$ cat src/rtl/multdiv_unit.sv
// Iterative signed multiply/divide unit: shift-add multiply and restoring divide
// on operand magnitudes, one bit per cycle, then one cycle to apply sign and flags.
module multdiv_unit #(
    parameter int WIDTH = 32
) (
    input  logic             clock,
    input  logic             reset,
    input  logic             ctrl_MULT,
    input  logic             ctrl_DIV,
    input  logic [WIDTH-1:0] data_operandA,
    input  logic [WIDTH-1:0] data_operandB,
    output logic [WIDTH-1:0] data_result,
    output logic             data_exception,
    output logic             data_resultRDY,
    output logic             busy
);
    localparam int CW = $clog2(WIDTH);

    typedef enum logic [1:0] {IDLE, RUN, DONE} state_e;

    state_e           state_q, state_d;
    logic [CW-1:0]    cnt_q, cnt_d;
    logic             fin_q, fin_d;         // all steps done; next RUN cycle applies sign
    logic             is_mult_q, is_mult_d;
    logic             neg_q, neg_d;
    logic [WIDTH-1:0] b_mag_q, b_mag_d;
    logic [WIDTH-1:0] hi_q, hi_d;           // mult: product high half / div: partial remainder
    logic [WIDTH-1:0] lo_q, lo_d;           // mult: multiplier shifting out / div: dividend -> quotient
    logic [WIDTH-1:0] result_q, result_d;
    logic             exc_q, exc_d;
    logic             rdy_q, rdy_d;
    logic             busy_q, busy_d;

    logic               start;
    logic [WIDTH-1:0]   mul_addend;
    logic [WIDTH:0]     mul_sum;
    logic [WIDTH:0]     div_shift;
    logic [WIDTH:0]     div_diff;
    logic [2*WIDTH-1:0] mul_signed;
    logic [WIDTH-1:0]   quot_signed;

    assign start       = ctrl_MULT | ctrl_DIV;
    assign mul_addend  = lo_q[0] ? b_mag_q : '0;
    assign mul_sum     = {1'b0, hi_q} + {1'b0, mul_addend};
    assign div_shift   = {hi_q, lo_q[WIDTH-1]};
    assign div_diff    = div_shift - {1'b0, b_mag_q};
    assign mul_signed  = neg_q ? -{hi_q, lo_q} : {hi_q, lo_q};
    assign quot_signed = neg_q ? -lo_q : lo_q;

    // NOTE: every variable gets its hold/default value first, so no path leaves one unassigned and no latch is inferred.
    always_comb begin
        state_d   = state_q;
        cnt_d     = cnt_q;
        fin_d     = fin_q;
        is_mult_d = is_mult_q;
        neg_d     = neg_q;
        b_mag_d   = b_mag_q;
        hi_d      = hi_q;
        lo_d      = lo_q;
        result_d  = result_q;
        exc_d     = exc_q;
        rdy_d     = 1'b0;
        busy_d    = 1'b0;

        case (state_q)
            IDLE, DONE: begin
                if (start) begin
                    state_d   = RUN;
                    cnt_d     = '0;
                    fin_d     = 1'b0;
                    is_mult_d = ctrl_MULT;  // multiply wins a simultaneous start
                    neg_d     = data_operandA[WIDTH-1] ^ data_operandB[WIDTH-1];
                    lo_d      = data_operandA[WIDTH-1] ? -data_operandA : data_operandA;
                    b_mag_d   = data_operandB[WIDTH-1] ? -data_operandB : data_operandB;
                    hi_d      = '0;
                end else begin
                    state_d = IDLE;
                end
            end
            RUN: begin
                if (fin_q) begin
                    state_d = DONE;
                    rdy_d   = 1'b1;
                    fin_d   = 1'b0;
                    if (is_mult_q) begin
                        result_d = mul_signed[WIDTH-1:0];
                        exc_d    = mul_signed[2*WIDTH-1:WIDTH] != {WIDTH{mul_signed[WIDTH-1]}};
                    end else if (b_mag_q == '0) begin
                        result_d = '0;
                        exc_d    = 1'b1;
                    end else begin
                        // Only -2^(W-1) / -1 yields a positive quotient with the top bit set.
                        result_d = quot_signed;
                        exc_d    = ~neg_q & lo_q[WIDTH-1];
                    end
                end else begin
                    busy_d = 1'b1;
                    cnt_d  = cnt_q + CW'(1);
                    if (cnt_q == CW'(WIDTH - 1)) begin
                        fin_d = 1'b1;
                        cnt_d = '0;
                    end
                    if (is_mult_q) begin
                        hi_d = mul_sum[WIDTH:1];
                        lo_d = {mul_sum[0], lo_q[WIDTH-1:1]};
                    end else begin
                        hi_d = div_diff[WIDTH] ? div_shift[WIDTH-1:0] : div_diff[WIDTH-1:0];
                        lo_d = {lo_q[WIDTH-2:0], ~div_diff[WIDTH]};
                    end
                end
            end
            default: state_d = IDLE;
        endcase
    end

    // NOTE: state registers use non-blocking assignments so every flop samples pre-edge values.
    always_ff @(posedge clock or negedge reset) begin
        if (!reset) begin
            state_q   <= IDLE;
            cnt_q     <= '0;
            fin_q     <= 1'b0;
            is_mult_q <= 1'b0;
            neg_q     <= 1'b0;
            b_mag_q   <= '0;
            hi_q      <= '0;
            lo_q      <= '0;
            result_q  <= '0;
            exc_q     <= 1'b0;
            rdy_q     <= 1'b0;
            busy_q    <= 1'b0;
        end else begin
            state_q   <= state_d;
            cnt_q     <= cnt_d;
            fin_q     <= fin_d;
            is_mult_q <= is_mult_d;
            neg_q     <= neg_d;
            b_mag_q   <= b_mag_d;
            hi_q      <= hi_d;
            lo_q      <= lo_d;
            result_q  <= result_d;
            exc_q     <= exc_d;
            rdy_q     <= rdy_d;
            busy_q    <= busy_d;
        end
    end

    assign data_result    = result_q;
    assign data_exception = exc_q;
    assign data_resultRDY = rdy_q;
    assign busy           = busy_q;

endmodule
$ cat config.mk
export PLATFORM = sky130hd
export DESIGN_NAME = multdiv_unit
export DESIGN_NICKNAME = d
export VERILOG_FILES = /design/src/rtl/multdiv_unit.sv
export SDC_FILE = /design/constraint.sdc
export NUM_CORES = 1
export LEC_CHECK = 0
export ABC_AREA = 1
export ABC_CLOCK_PERIOD_IN_PS = 2890
export CAP_MARGIN = 5
export CORE_MARGIN = 2
export CORE_UTILIZATION = 50
export CTS_CLUSTER_DIAMETER = 120
export DETAILED_ROUTE_END_ITERATION = 12
export PLACE_DENSITY = 0.73
export SETUP_SLACK_MARGIN = 0.02
export SLEW_MARGIN = 5
export SYNTH_ARGS = -nofsm -noshare
export SYNTH_HDL_FRONTEND = slang
export SYNTH_SLANG_ARGS = --single-unit
$ cat constraint.sdc
create_clock -name clock -period 2.89 [get_ports clock]
set_input_delay 0.289 -clock clock [delete_from_list [all_inputs] [get_ports clock]]
set_output_delay 0.289 -clock clock [all_outputs]
set_load 0.02 [all_outputs]
==> flow_summary_export.csv, run 1 <==
group,metric,value,unit
routing,drt-wirelength-per-cell,18.8,um
clock_tree,worstSkewPairLatency,0.44,ns
yosys,async_reset_ff_share,100,%
clock_tree,cts_tree,"yes",
routing,drt_first_pass_iters,6,
status,status,"finished clean",
yosys,yosys_warnings,0,
yosys,ys_types,51,
clock_tree,cts_root_buf,"clkbuf_16",
placement,gp_congestion,0.999,
critical_path,cp.required,3.23,ns
global_route,grt_remaining_overflow,0,
timing,worst_slack,0.179,ns
floorplanning,core,0.0285,mm^2
global_route,grt_use_total,34.8,%
yosys,synth.area.top_cells,"dfrtp_1 (24%), nand2_1 (16%), nor2_1 (7.7%)",
placement,place_area,0.0163,mm^2
yosys,synth-seq-cells,141,
yosys,synth_top_area_cell,"dfrtp_1",
timing,tightest_slew,1.21,ns
critical_path,crit_type,"reg2reg",
timing,fmaxAchievable,369,MHz
timing,finalSetupViolCount,0,
routing,vias,16521,
timing,hold_viol_final,0,
placement,dpl.hpwl,42700,um
layout,fin_area,0.0172,mm^2
layout,n_antenna_cell,0,
yosys,yosysMostFrequentCell,"nand2_1",
timing,skew,0.0101,ns
run,drv_cap,0,
floorplanning,start_util,50.5,%
routing,drt_wl_total,53500,um
timing,report.final.slew_viol_count,0,
placement,portBuffers,102,
yosys,avgSynthCellArea,6.23,um^2
yosys,synth-edff-count,0,
layout,final_core_util,60.1,%
yosys,ys_top_cells_by_count,"nand2_1 (615), nor2_1 (295), inv_1 (254)",
global_route,grt_max_degree,74,
yosys,netlist_area,0.0144,mm^2
critical_path,reg2reg_slack,0.18,ns
critical_path,critPathArrivalTime,3.05,ns
timing,period_share,93.8,%
critical_path,worstPathMaxFanout,20,
timing,tns,0,ns
floorplanning,die-width,174,um
routing,viasPerCell,5.79,
global_route,antenna_found_initial,0,
timing,fin_crit,2.71,ns
global_route,grt_pass1_wl,82800,um
timing,relSlewSlack,19.2,%
routing,ant_nets,0,
critical_path,start_kind,"flop",
routing,drtIter0Drc,1960,
layout,syn2layout_area_growth,18.9,%
yosys,postSynthNetCount,2456,
clock_tree,cts.htree.levels,4,
layout,layout.nets,2596,
yosys,synthFlopType,"dfrtp_1",
floorplanning,die_h,174,um
clock_tree,cts_buffers,17,
layout,post_route_cells_drive_above_1_share,9.47,%
clock_tree,cts_buffer_depth,2,
clock_tree,path_clk_slew,0.07,ns
yosys,synth_top_area_share,24.5,%
floorplanning,io_pins,103,
placement,dp_worst_setup_slack,0.0237,ns
floorplanning,fp.dieArea,0.0302,mm^2
clock_tree,clkSinkCount,141,
min_path,hold_path.class,"in2async",
critical_path,cp-end-kind,"flop",
floorplanning,rows,62,
global_route,grt_pass1_vias,14875,
routing,route.detailed.drc,0,
yosys,seq_area_frac_synth,24.5,%
yosys,syn_inst,2317,
layout,nFillCells,2873,
timing,rsz0062_at_grt,"true",
-- worst max-delay path, stage by stage, from the launching register on --
cell and delay [ns]:
dfrtp_1 0.51, ha_1 0.45, nand2_1 0.10, nor2_1 0.20
a21oi_4 0.10, o21ai_4 0.20, nand2_2 0.07, nand2_2 0.08
nand3_2 0.09, nand2_2 0.09, nand2_4 0.08, nand2_8 0.14
buf_12 0.17, nand2_1 0.06, nand3_1 0.09, nand3_1 0.06
o21ai_0 0.09
-- registers in the layout, summed over array words and instances, names as in the netlist --
| register | count |
|---|---|
| b_mag_q | 32 |
| busy | 1 |
| cnt_q | 5 |
| data_exception | 1 |
| data_result | 32 |
| data_resultRDY | 1 |
| fin_q | 1 |
| hi_q | 32 |
| is_mult_q | 1 |
| lo_q | 32 |
| neg_q | 1 |
| state_q | 2 |
-- placed cells by master, fill, tap and decap left out, types with 5 or more instances in the layout --
| cell type | instances |
|---|---|
| nand2_1 | 609 |
| nor2_1 | 289 |
| inv_1 | 254 |
| o21ai_0 | 193 |
| nand3_1 | 159 |
| dfrtp_1 | 135 |
| a21oi_1 | 125 |
| clkdlybuf4s50_1 | 101 |
| buf_4 | 83 |
| ha_1 | 65 |
| xor2_1 | 59 |
| nand4_1 | 44 |
| a31oi_1 | 37 |
| xnor2_1 | 36 |
| nor3_1 | 22 |
| o21ai_1 | 20 |
| clkbuf_16 | 17 |
| nand2_2 | 14 |
| nor2_2 | 13 |
| nand3b_1 | 13 |
| a21oi_2 | 13 |
| o211ai_2 | 13 |
| a21o_1 | 12 |
| o21bai_1 | 11 |
| nor4_1 | 11 |
| or2_2 | 9 |
| o211ai_1 | 7 |
| inv_6 | 7 |
| inv_2 | 6 |
| a22o_1 | 6 |
| dfrtp_2 | 6 |
| nor3_2 | 5 |
| nor2_4 | 5 |
| buf_12 | 5 |
-- per-layer routing --
layer / up-vias / track usage, % / share of wire, %
li1: 7962 / - / -
met1: 7667 / 53.6 / 46
met2: 827 / 50.2 / 41
met3: 65 / 6.51 / 11
met4: 0 / 7.46 / 1.7
met5: - / 0 / 0
-- metrics by stage --
stage | instances | hold slack, ns
CTS | 2851 | 0.480
floorplan | 2317 | -0.00659
global route | 2854 | 0.503
finish | 2854 | 0.448
detailed placement | 2817 | 0.368
global placement | 2817 | 0.363
-- layout make-up --
cell class,count,area [um^2],area share (%)
well taps,384,480,2.80
clock inverters,15,200,1.17
multi-input cells,1844,9770,56.9
repair buffers,191,1760,10.2
clock buffers,17,425,2.48
inverters,262,991,5.78
flip-flops and latches,141,3540,20.6
-- cell families (layout without fill, tap and decap cells) --
group	count (synthesis)	after routing	share of synthesized area [%]
AND/OR/NAND/NOR	1209	1209	35.8
XOR/XNOR	95	95	5.77
buffers and inverters	332	485	8.98
flip-flops	141	141	24.5
adder cells (fa/ha/maj)	71	71	6.26
AO/OA/AOI/OAI	469	469	18.7
-- timing repair --
action,CTS,global route
pin swaps,1,8
resized for setup,0,52
endpoints found under the setup margin,2,32
endpoints found under the hold margin,70,0
hold buffers,1,0
buffers inserted,1,3
-- path summary, 6_finish.rpt --
check / endpoint / startpoint / depth (start not counted)
worst max-delay path: hi_q[23] / hi_q[5] / 16
worst min-delay path: b_mag_q[26] / reset / 2
worst max register to register: hi_q[23] / hi_q[5] / 16
worst min register to register: data_result[24] / data_result[24] / 2
max in group asynchronous: data_result[28] / reset / 3
min in group clock: data_result[24] / data_result[24] / 2
Power of run 1 is not shown: default switching activity piles up to over one toggle a cycle in this logic, so the estimate is an artifact.
==> run 2, diff against run 1 <==
CORE_ASPECT_RATIO = 0.6   (was unset)
SKIP_LAST_GASP = 1   (was unset)
==> run 2 against run 1 <==
Worst hold slack worse by 0.082 ns. Clock-buffer cell count grew 3. Global-route usage up 6.0 points. Routed wire length up 17%. Critical path depth increased by 2. Via count is 5.2% higher. Clock skew rose by 0.0064 ns. Flip-flop and latch count stayed put.
==> flow_summary_export.csv, run 2 (same netlist as run 1, synthesis figures left out) <==
group,metric,value,unit
status,status,"finished clean",
routing,drt_wl_total,62400,um
timing,finalSetupViolCount,0,
placement,dp_worst_setup_slack,-0.116,ns
timing,relSlewSlack,19.9,%
routing,drt-wirelength-per-cell,21.3,um
floorplanning,core,0.0286,mm^2
critical_path,critPathSlowestCell,"dfrtp_1",
routing,ant_nets,0,
timing,fmaxAchievable,355,MHz
floorplanning,rows,48,
routing,drt_first_pass_iters,8,
critical_path,critPathTopFamily,"simple AND/OR/NAND/NOR gates",
layout,syn2layout_area_growth,23.8,%
global_route,grt_use_total,40.9,%
critical_path,cp-end-kind,"flop",
placement,dpl.hpwl,50500,um
clock_tree,path_clk_slew,0.07,ns
timing,hold_viol_final,0,
global_route,grt_pass1_wl,92800,um
clock_tree,cts_tree,"yes",
timing,period_share,97.5,%
clock_tree,cts.htree.levels,4,
timing,tightest_slew,1.20,ns
floorplanning,fp.dieArea,0.0303,mm^2
routing,route.detailed.drc,0,
clock_tree,cts_buffer_depth,2,
critical_path,cp_common_cell,"nand2_1",
routing,vias,17378,
clock_tree,clkSinkCount,141,
floorplanning,die-width,223,um
placement,place_area,0.0169,mm^2
timing,worst_slack,0.0731,ns
layout,fin_area,0.0179,mm^2
clock_tree,cts_buffers,17,
global_route,grt_remaining_overflow,0,
layout,final_core_util,62.5,%
timing,rsz0062_at_grt,"true",
critical_path,worstPathMaxFanout,17,
layout,nFillCells,2704,
critical_path,critPathArrivalTime,3.17,ns
critical_path,crit_type,"reg2reg",
global_route,antenna_found_initial,1,
critical_path,crit_buf_inv,5,
floorplanning,die_h,136,um
clock_tree,worstSkewPairLatency,0.46,ns
layout,final_cell_mix,"nand2_1 (605), nor2_1 (280), inv_1 (251)",
placement,portBuffers,102,
critical_path,startpoint,"lo_q[0]",
floorplanning,io_pins,103,
layout,layout.nets,2679,
placement,gp_congestion,1.05,
global_route,grt_pass1_vias,15485,
timing,report.final.slew_viol_count,0,
layout,layout_commonest_cell,"nand2_1",
floorplanning,start_util,50.5,%
critical_path,cp.required,3.24,ns
clock_tree,cts_root_buf,"clkbuf_16",
timing,fin_crit,2.82,ns
layout,n_antenna_cell,0,
routing,drtIter0Drc,2557,
critical_path,worstReg2RegStart,"lo_q[0]",
run,drv_cap,0,
routing,viasPerCell,5.94,
layout,post_route_cells_drive_above_1_share,13.7,%
min_path,hold_path.class,"in2async",
critical_path,path_cells,"buf_12 > buf_4 > nand2_1 > inv_1 > ha_1 > nand2_1 > inv_1 > a21oi_1 > nand2_1 > a21oi_2 > nand3b_1 > nand2_1 > nand2_1 > nand4_1 > nand2_1 > inv_1 > nand2_1 > nand2_1",
critical_path,start_kind,"flop",
critical_path,slowest_delay,0.40,ns
timing,skew,0.0165,ns
global_route,grt_max_degree,72,
run 2: what timing repair did:
| action | 4_1_cts | 5_1_grt |
|---|---|---|
| hold buffers | 1 | 0 |
| gates cloned | 0 | 0 |
| pin swaps | 0 | 14 |
| endpoints found under the hold margin | 50 | 0 |
| setup endpoints to repair | 6 | 35 |
| gates resized for setup | 2 | 89 |
| setup buffers | 0 | 6 |
run 2: path summary, 6_finish.rpt:
| check | cells after the start | endpoint | slack (ns) |
|---|---|---|---|
| setup / recovery | 18 | hi_q[31] | 0.07 |
| hold / removal | 2 | hi_q[30] | 0.37 |
| setup reg to reg | 18 | hi_q[31] | 0.07 |
| hold reg to reg | 2 | data_result[2] | 0.49 |
| max in group asynchronous | 3 | lo_q[1] | 1.78 |
| min in group clock | 2 | data_result[2] | 0.49 |
run 2: cell type report:
type,count,area [um^2],share of cell area [%]
clock inverter,12,126,0.707
sequential,141,3540,19.8
tap,375,469,2.63
inverter,262,990,5.54
multi-input combinational,1844,9910,55.5
timing repair buffer,274,2360,13.2
clock buffer,20,467,2.61
run 2: metal layers:
layer / routed length, um / part of all wire (%) / vias up / track usage [%]
li1: - / - / 8109 / -
met1: 29400 / 47 / 8021 / 64.7
met2: 20900 / 34 / 1162 / 47.6
met3: 11200 / 18 / 84 / 19.5
met4: 797 / 1.3 / 2 / 7.00
met5: 53 / 0.085 / - / 0
run 2: worst reg2reg max path: stages, from the launching register on:
cell      delay, ns
dfrtp_1        0.40
buf_12         0.16
buf_4          0.17
nand2_1        0.06
inv_1          0.04
ha_1           0.34
nand2_1        0.20
inv_1          0.08
a21oi_1        0.15
nand2_1        0.10
a21oi_2        0.26
nand3b_1       0.26
nand2_1        0.12
nand2_1        0.07
nand4_1        0.07
nand2_1        0.09
inv_1          0.05
nand2_1        0.06
nand2_1        0.04
run 2: metrics by stage:
stage | std cells | hold WS [ns] | setup TNS [ns]
3_3_place_gp | 2889 | 0.282 | -0.0240
4_1_cts | 2922 | 0.367 | 0
5_1_grt | 2928 | 0.415 | -0.0555
3_5_place_dp | 2889 | 0.290 | -0.273
2_1_floorplan | 2317 | -0.00659 | 0
6_report | 2928 | 0.366 | 0
Power of run 2 is left out for the same reason.
